### config.mk
export PLATFORM = sky130hd
export DESIGN_NAME = trace_capture
export DESIGN_NICKNAME = d
export VERILOG_FILES = /design/src/rtl/trace_pkg.sv /design/src/rtl/trace_fifo.sv /design/src/rtl/trace_capture.sv
export SDC_FILE = /design/constraint.sdc
export NUM_CORES = 2
export LEC_CHECK = 0
export CORE_UTILIZATION = 61
export DETAILED_ROUTE_END_ITERATION = 10
export PLACE_DENSITY = 0.77
export SETUP_SLACK_MARGIN = 0.05
export SLEW_MARGIN = 20
export SYNTH_ARGS = -nofsm -noshare
export SYNTH_HDL_FRONTEND = slang
export SYNTH_SLANG_ARGS = --single-unit
### constraint.sdc
create_clock -name clk -period 24 [get_ports clk]
set_input_delay 7.2 -clock clk [delete_from_list [all_inputs] [get_ports clk]]
set_output_delay 7.2 -clock clk [all_outputs]
set_load 0.005 [all_outputs]
### src/rtl/trace_pkg.sv
// Shared types for the trace capture block.
// Record layout, serializer states and word formatting.
package trace_pkg;

  typedef enum logic [2:0] {
    IDLE,
    HDR,
    PC,
    INST,
    RW,
    R1,
    R2
  } ser_state_e;

  localparam logic [7:0] HDR_MAGIC = 8'hA5;

  typedef struct packed {
    logic [15:0] seq;
    logic        flag;
    logic [31:0] pc;
    logic [31:0] inst;
    logic [31:0] rw;
    logic [31:0] r1;
    logic [31:0] r2;
  } trace_rec_t;

  function automatic logic [31:0] rec_word(
    ser_state_e s,
    trace_rec_t r
  );
    unique case (s)
      HDR:     return {HDR_MAGIC, r.seq, 7'b0, r.flag};
      PC:      return r.pc;
      INST:    return r.inst;
      RW:      return r.rw;
      R1:      return r.r1;
      R2:      return r.r2;
      default: return '0;
    endcase
  endfunction

endpackage

### src/rtl/trace_fifo.sv
// Synchronous record FIFO for trace_capture.
// Head entry is visible on dout_o whenever non-empty.
module trace_fifo
  import trace_pkg::*;
#(
  parameter  int DEPTH = 8,
  localparam int AW    = $clog2(DEPTH),
  localparam int CW    = AW + 1
) (
  input  logic          clk,
  input  logic          rst,
  input  logic          push_i,
  input  trace_rec_t    din_i,
  input  logic          pop_i,
  output trace_rec_t    dout_o,
  output logic          full_o,
  output logic          empty_o,
  output logic [CW-1:0] count_o
);

  trace_rec_t    mem_q [DEPTH];
  logic [AW-1:0] wr_q;
  logic [AW-1:0] rd_q;
  logic [CW-1:0] cnt_q;
  logic          do_push;
  logic          do_pop;

  assign empty_o = (cnt_q == '0);
  assign full_o  = (cnt_q == CW'(DEPTH));
  assign count_o = cnt_q;
  assign dout_o  = mem_q[rd_q];

  assign do_pop  = pop_i && !empty_o;
  assign do_push = push_i && (!full_o || do_pop);

  always_ff @(posedge clk) begin
    if (do_push) mem_q[wr_q] <= din_i;
  end

  always_ff @(posedge clk or negedge rst) begin
    if (!rst) begin
      wr_q  <= '0;
      rd_q  <= '0;
      cnt_q <= '0;
    end else begin
      if (do_push) wr_q <= wr_q + 1'b1;
      if (do_pop)  rd_q <= rd_q + 1'b1;
      cnt_q <= cnt_q + CW'(do_push) - CW'(do_pop);
    end
  end

endmodule

### src/rtl/trace_capture.sv
// Samples TOP observation outputs into records and streams
// each record as six 32-bit words over valid/ready.
module trace_capture
  import trace_pkg::*;
#(
  parameter int DEPTH = 8,
  parameter int SEQ_W = 16
) (
  input  logic        clk,
  input  logic        rst,
  input  logic        capture_en,
  input  logic [31:0] pc_in,
  input  logic [31:0] inst_in,
  input  logic [31:0] rw_in,
  input  logic [31:0] r1_in,
  input  logic [31:0] r2_in,
  input  logic        flag_in,
  output logic        out_valid,
  input  logic        out_ready,
  output logic [31:0] out_data,
  output logic        out_last,
  output logic        overflow,
  output logic [7:0]  drop_count
);

  localparam int CW = $clog2(DEPTH) + 1;

  trace_rec_t       rec;
  trace_rec_t       head;
  trace_rec_t       hold_q, hold_d;
  ser_state_e       state_q, state_d;
  logic             valid_q, valid_d;
  logic             last_q, last_d;
  logic [31:0]      data_q, data_d;
  logic [SEQ_W-1:0] seq_q;
  logic             ovf_q;
  logic [7:0]       drop_q;
  logic             push, pop, full, empty;
  logic             hs, r2_done, room;
  logic [CW-1:0]    count;
  logic [CW:0]      occ;

  assign hs      = valid_q && out_ready;
  assign r2_done = (state_q == R2) && hs;
  assign pop     = !empty && ((state_q == IDLE) || r2_done);

  // The holding register counts toward capacity; it frees at R2.
  assign occ  = {1'b0, count} + {{CW{1'b0}}, state_q != IDLE};
  assign room = (occ < (CW+1)'(DEPTH)) || r2_done;
  assign push = capture_en && room && (!full || pop);

  always_comb begin
    rec                = '0;
    rec.seq[SEQ_W-1:0] = seq_q;
    rec.flag           = flag_in;
    rec.pc             = pc_in;
    rec.inst           = inst_in;
    rec.rw             = rw_in;
    rec.r1             = r1_in;
    rec.r2             = r2_in;
  end

  trace_fifo #(.DEPTH(DEPTH)) u_fifo (
    .clk     (clk),
    .rst     (rst),
    .push_i  (push),
    .din_i   (rec),
    .pop_i   (pop),
    .dout_o  (head),
    .full_o  (full),
    .empty_o (empty),
    .count_o (count)
  );

  always_comb begin
    state_d = state_q;
    hold_d  = hold_q;
    valid_d = valid_q;
    last_d  = last_q;
    unique case (state_q)
      IDLE: if (pop) begin
        hold_d  = head;
        state_d = HDR;
        valid_d = 1'b1;
      end
      HDR:  if (hs) state_d = PC;
      PC:   if (hs) state_d = INST;
      INST: if (hs) state_d = RW;
      RW:   if (hs) state_d = R1;
      R1:   if (hs) begin
        state_d = R2;
        last_d  = 1'b1;
      end
      R2:   if (hs) begin
        last_d = 1'b0;
        if (pop) begin
          hold_d  = head;
          state_d = HDR;
        end else begin
          state_d = IDLE;
          valid_d = 1'b0;
        end
      end
      default: state_d = IDLE;
    endcase
    data_d = rec_word(state_d, hold_d);
  end

  always_ff @(posedge clk or negedge rst) begin
    if (!rst) begin
      state_q <= IDLE;
      hold_q  <= '0;
      valid_q <= 1'b0;
      last_q  <= 1'b0;
      data_q  <= '0;
      seq_q   <= '0;
      ovf_q   <= 1'b0;
      drop_q  <= '0;
    end else begin
      state_q <= state_d;
      hold_q  <= hold_d;
      valid_q <= valid_d;
      last_q  <= last_d;
      data_q  <= data_d;
      if (push) seq_q <= seq_q + 1'b1;
      if (capture_en && !push) begin
        ovf_q <= 1'b1;
        if (drop_q != 8'hFF) drop_q <= drop_q + 1'b1;
      end
    end
  end

  assign out_valid  = valid_q;
  assign out_data   = data_q;
  assign out_last   = last_q;
  assign overflow   = ovf_q;
  assign drop_count = drop_q;

endmodule

== Word-level counts from Yosys, hierarchy flattened ==
Memories as Yosys holds them, arrays and structs flattened.
Index checks and enable logic that the tools add are counted.

* Memories: 1
* Memory bits (read-only): 0
* Output and inout port bits: 43
* RAM bits: 1,416
* Logic and storage cells: 89
* Bits in latches: 0
* Register bits after elaboration: 249

{| class="wikitable"
|+ Memory list
! memory !! depth !! bits a word !! rd ports !! clocked after Yosys merged registers in !! wr ports !! line !! RTL
|-
| u_fifo.mem_q || 8 || 177 || 1 || 0 || 1 || trace_fifo.sv:21 || <nowiki>trace_rec_t mem_q [DEPTH];</nowiki>
|}

* Multiplexer cells: 22
* $lt $le $gt $ge: 1
* Divide/modulo/power cells: 0
* Add/sub/neg operators: 7
* Shifts and indexed selects: 0
* Reduce and logical (&&, ||, !) cells: 23
* Equal/unequal tests: 18
* Bitwise gates (word level): 0
* $mul: 0

{| class="wikitable"
|+ Operators by type and width
! kind !! count
|-
| 177-bit two-way mux || 2
|-
| 177-bit case mux with 2 select lines || 1
|-
| 32-bit case mux with 6 select lines || 1
|-
| 3-bit two-way mux || 7
|-
| 3-bit case mux with 7 select lines || 1
|-
| 3-bit == test, second input constant || 6
|-
| 16-bit by 1-bit adder with 16-bit output, second input constant || 1
|-
| 3-bit by 2-bit == test with 1-bit output, second input constant || 4
|-
| 8-bit by 1-bit adder with 8-bit output, second input constant || 1
|-
| 1-bit logical AND || 8
|-
| 1-bit two-way mux || 8
|-
| 2-bit != test, second input constant || 4
|-
| 8-bit != test, second input constant || 1
|-
| 3-bit by 1-bit adder with 3-bit output, second input constant || 2
|-
| 3-bit by 1-bit == test with 1-bit output, second input constant || 2
|-
| 4-bit by 1-bit adder with 5-bit output || 1
|-
| 5-bit by 4-bit less-than comparator with 1-bit output, second input constant || 1
|-
| 4-bit by 1-bit adder with 4-bit output || 1
|-
| 4-bit == test, second input constant || 1
|-
| 4-bit zero test || 1
|-
| 1-bit logical OR || 4
|-
| 1-bit case mux with 2 select lines || 2
|-
| 4-bit AND reduction || 1
|-
| 2-bit nonzero test || 2
|-
| 6 further kinds || 8
|}

== Longest topological paths before layout ==
* Depth in word-level cells: 9
* Mapped depth: 16
* Gate-level depth less buffers: 11

== Hierarchy ==
From an unflattened synthesis, not the netlist that was laid out.

* Cells, all modules: 3,024
* Area, all modules: 65,345.2 um^2

{| class="wikitable"
|+ By module, submodules not included
! module !! cells an instance !! seq. area each (um^2) !! times used !! area each (um^2)
|-
| trace_fifo || 2,106 || 42,771.0 || 1 || 54,755.0
|-
| trace_capture || 918 || 5,980.7 || 1 || 10,590.2
|}

== Least setup slack after synthesis ==
Ideal clock, no wire load.

* Path type: in2reg
* Start point: input port out_ready
* End point: memory u_fifo.mem_q[0][0] in the netlist's numbering (enable)
* Setup time: 1,146 ps
* Required time: 22,854 ps
* Setup slack: -1,816 ps
* Path buffers: 1
* Stages on the path: 5
* Arrival time: 24,670 ps
* Path through: nand4_1 > a211oi_1 > o221ai_1 > buf_2 > nor4_1

* Word-level cells in the longest chain between the ends: 9
* Elaborated cells on any way between the ends: 13
* Those cells by class: mux: 2; reduce/logical: 11

{| class="wikitable"
|+ RTL lines
! element !! line !! RTL
|-
| from (decl) || trace_capture.sv:19 || <nowiki>input logic out_ready,</nowiki>
|-
| 1-bit logical AND (*) || trace_capture.sv:43 || <nowiki>assign hs = valid_q && out_ready;</nowiki>
|-
| 1-bit logical AND (*) || trace_capture.sv:44 || <nowiki>assign r2_done = (state_q == R2) && hs;</nowiki>
|-
| 1-bit logical OR || trace_capture.sv:45 || <nowiki>assign pop = !empty && ((state_q == IDLE) || r2_done);</nowiki>
|-
| 1-bit logical AND || trace_capture.sv:45 ||
|-
| 1-bit logical OR or 1-bit logical AND (tied branches) || trace_capture.sv:50, trace_fifo.sv:33 ||
|-
| 1-bit logical AND or 1-bit logical OR (tied branches) || trace_capture.sv:50, trace_fifo.sv:34 ||
|-
| 1-bit logical AND (*) || trace_fifo.sv:34 || <nowiki>assign do_push = push_i && (!full_o || do_pop);</nowiki>
|-
| 1-bit two-way mux (*) || trace_fifo.sv:37 || <nowiki>if (do_push) mem_q[wr_q] <= din_i;</nowiki>
|-
| 1-bit two-way mux (implied by the code) (*) || trace_fifo.sv:37 ||
|-
| to (decl) || trace_fifo.sv:21 ||
|}

Mark *: on every way between the ends. The rest lies on a longest branch, timed or not.

== Final worst setup path ==
* Start point: input port out_ready
* End point: memory u_fifo.mem_q[1][159] in the netlist's numbering (enable)

The elaborated chain is that of the path after synthesis.

==> summary.txt <==
Logic synthesis
  • Compound-cell area share of the yosys netlist: 2.93%
  • Synthesis-stage register bit count: 1665
  • Dominant combinational cell family by area after synthesis: multiplexers
  • Main flop type after synthesis: edfxtp_1
  • Ys async rst share: 15.0%
  • Sequential-to-total area share from yosys stat: 77.2%
  • Synth Area in XOR/XNOR: 0.388%
  • Number of enable flip-flop cells after synthesis: 1416
  • Synthesized area: 63200 µm²
  • Synth warnings: 0
  • Share of synthesized area spent on multiplexers: 15.5%
  • Avg Inst Size Synth: 20.9 µm²
  • Cells after synthesis: 3025
  • Post-synthesis adder-cell area fraction: 0.285%
  • Synth Area in Simple Gates: 2.34%
  • Distinct cells, synth: 61
  • Net Count, Synth: 3203

Power and ir drop
  • Part of the power in registers: 44.2%
  • Clock power frac: 27.1%
  • Net Sw Frac: 32.3%
  • Peak supply drop: 0.105 mV
  • Pwr dens: 126 nW/µm²
  • Static Leakage: 24.3 nW
  • Switching power: 2.94 mW
  • Gate power share: 28.7%
  • P_int: 6.14 mW

Layout
  • Post-route cell area: 71800 µm²
  • Share of layout cells above drive strength 1: 19.4%
  • Final Util: 70.3%
  • Final #Nets: 3458
  • Final Non-Filler Cells: 4786
  • Synth-to-Final Area Change: 13.7%

Setup path
  • R2R depth: 9
  • Nature of the critical path startpoint: input pin
  • Crit path arrival time: 11600 ps
  • CP Max Fanout: 64
  • WP data required: 24380 ps
  • Crit Reg-Reg Endpoint: u_fifo.mem_q[1][159]
  • CP startpoint: out_ready
  • Start of the worst register-to-register path: state_q[2]
  • Reg2reg setup slack: 18960 ps
  • Critical Path Sink Type: flop
  • CP endpoint: u_fifo.mem_q[1][159]
  • Setup CP Type: input pin to flop

Die
  • Rows: 117
  • Die ar.: 105000 µm²
  • Initial Utilization: 61.8%
  • Die height: 324 µm
  • Number of I/O pins: 208
  • DIE WIDTH: 324 µm
  • Core area: 102000 µm²

GRT
  • Vias in the first global route: 31100
  • First-pass GRT wire length: 211000 µm
  • Gr usage total: 28.5%
  • Largest net degree at the start of global routing: 130
  • Grt total ovfl: 0
  • Initial antenna violation count: 13

Placement
  • Routability cong.: 0.886
  • Buffers on Ports: 207
  • Placed cells: 4484
  • Detail Placement HPWL: 85500 µm
  • Post-DP Area: 66600 µm²

Clocking
  • CTS tree: built
  • Post-CTS Setup Inserts: 0
  • H-Tree Depth: 4
  • CTS resizes: 0
  • Cts bufs inserted: 162
  • CTS sink count: 1665
  • Worst skew pair latency: 780 ps
  • Clk slew on worst S/H paths: 60 ps
  • Clock tree buffer depth: 3
  • Root Buffer: clkbuf_16
  • Hold_buf cts: 0

Routing
  • Wire per inst: 30.4 µm
  • Drt total wl: 145000 µm
  • First DRT Iteration DRCs: 3556
  • Drt pass-1 iters: 8
  • DRC: 0
  • Via/cell ratio: 6.45
  • Final ANT Viol Nets: 0
  • Vias: 30900

Outcome
  • Outcome: finished, final reports clean

STA
  • Post-route clock period utilization: 46.7%
  • RSZ-0062 raised after global routing: false
  • Slew Limit Fails: 0
  • Max_slew headroom: 25.3%
  • Fmax: 0.0891 GHz
  • Clk_skew: 28.9 ps
  • Tightest Pin Transition: 1120 ps
  • Final hold violations: 0
  • Fin Setup TNS: 0 ps
  • Minimum clock period: 11220 ps
  • Endpoints failing setup: 0

Min path
  • Worst hold path class: flop to flop

Run
  • Max_cap viols: 0
## cell usage in the layout, fill, tap and decap left out, types with 11 or more instances in the layout
| cell | n |
|---|---|
| nand3_1 | 14 |
| nand3b_1 | 12 |
| clkinv_1 | 33 |
| ha_1 | 12 |
| a222oi_1 | 18 |
| nand4_1 | 11 |
| mux2i_1 | 177 |
| nand2_1 | 180 |
| a22o_1 | 24 |
| a21o_1 | 18 |
| o21ai_0 | 136 |
| clkinv_2 | 26 |
| a211o_1 | 16 |
| clkbuf_1 | 36 |
| dfrtp_1 | 246 |
| nor2_1 | 40 |
| clkdlybuf4s50_1 | 206 |
| o21ai_1 | 11 |
| a22oi_1 | 16 |
| clkbuf_16 | 164 |
| edfxtp_1 | 1416 |
| buf_4 | 46 |
| a21oi_1 | 25 |
| nand4b_1 | 14 |
| mux4_2 | 354 |
| xnor2_1 | 18 |
## stage by stage
step	power (mW)	hold WS (ps)	setup WS (ps)
2_1_floorplan	5.77	442	2890
3_3_place_gp	6.57	459	12130
3_5_place_dp	6.66	465	12100
4_1_cts	9.12	479	12880
5_1_grt	9.42	493	12580
6_report	9.07	477	12780
## cells by family after synthesis
family | Yosys count
and+or+nand+nor | 318
xor gates and xnor gates | 28
AOI/OAI and AO/OA | 288
buffers and inverters | 177
muxes | 535
adders and majority gates | 14
DFF | 1665
## layer usage
metal  part of all wire (%)  wire length, µm  track usage [%]  vias up
met3                    8.6            12500             6.49      239
met1                     38            55900             39.3    16200
met4                    3.1             4540             9.50       12
li1                       -                -                -    12900
met5                  0.050               72                0        -
met2                     50            72500             45.6     1542
## cell usage after synthesis (5+ instances only)
library cell / n / area [µm²]
a211o_1: 17 / 149
a21o_1: 18 / 135
a21oi_1: 25 / 125
a222oi_1: 18 / 180
a22o_1: 24 / 210
a22oi_1: 16 / 120
and3_1: 6 / 37.5
buf_1: 16 / 60.1
buf_2: 66 / 330
buf_4: 27 / 203
clkbuf_1: 52 / 195
dfrtp_1: 249 / 6230
edfxtp_1: 1416 / 42500
ha_1: 12 / 150
inv_1: 10 / 37.5
mux2i_1: 177 / 1770
mux4_2: 354 / 7970
nand2_1: 180 / 676
nand2b_1: 5 / 31.3
nand3_1: 14 / 70.1
nand3b_1: 12 / 90.1
nand4_1: 11 / 68.8
nand4b_1: 14 / 123
nor2_1: 44 / 165
nor3_1: 11 / 55.1
o21ai_0: 136 / 681
o21ai_1: 11 / 55.1
xnor2_1: 18 / 158
xor2_1: 10 / 87.6
## registers in the layout, indices dropped and copies added, names as in the netlist
register,flops
u_fifo.mem_q,1416
seq_q,16
overflow,1
u_fifo.count_o,4
out_data,32
hold_q,177
drop_count,8
out_last,1
u_fifo.wr_q,3
u_fifo.rd_q,3
state_q,3
out_valid,1
## how the worst min path moves through the flow
stage / start / end / slack, ps / depth (start not counted)
final: hold_q[169] / hold_q[169] / 480 / 1
after global routing: hold_q[174] / hold_q[174] / 490 / 1
after CTS: hold_q[174] / hold_q[174] / 480 / 1
after detailed placement: overflow / overflow / 460 / 1
after global placement: hold_q[173] / hold_q[173] / 460 / 1
after floorplan: hold_q[75] / hold_q[75] / 440 / 2
## critical path, stage by stage
cell and delay [ps]:
clkdlybuf4s50_1 580, and2_1 410, a32o_1 280, o221ai_1 140, buf_4 250, inv_2 290, nand2_1 290, nor3_2 220
buf_4 850, buf_4 930
## cell type report
class	instances	area [µm²]
antenna	3	7.51
clock buffer	204	4290
clock inverter	95	891
fill	6052	30300
inverter	12	45.0
multi-input combinational	1183	13600
sequential	1665	48800
tap	1368	1710
timing repair buffer	256	2480
## power by group through the flow
stage / Combinational [mW] / Clock (mW) / Sequential, mW
after floorplan: 1.78 / 0 / 3.99
after global placement: 2.55 / 0 / 4.02
after detailed placement: 2.60 / 0 / 4.06
after CTS: 2.62 / 2.49 / 4.01
after global routing: 2.77 / 2.60 / 4.05
final: 2.60 / 2.46 / 4.01
(Power assumes the default switching activity.)
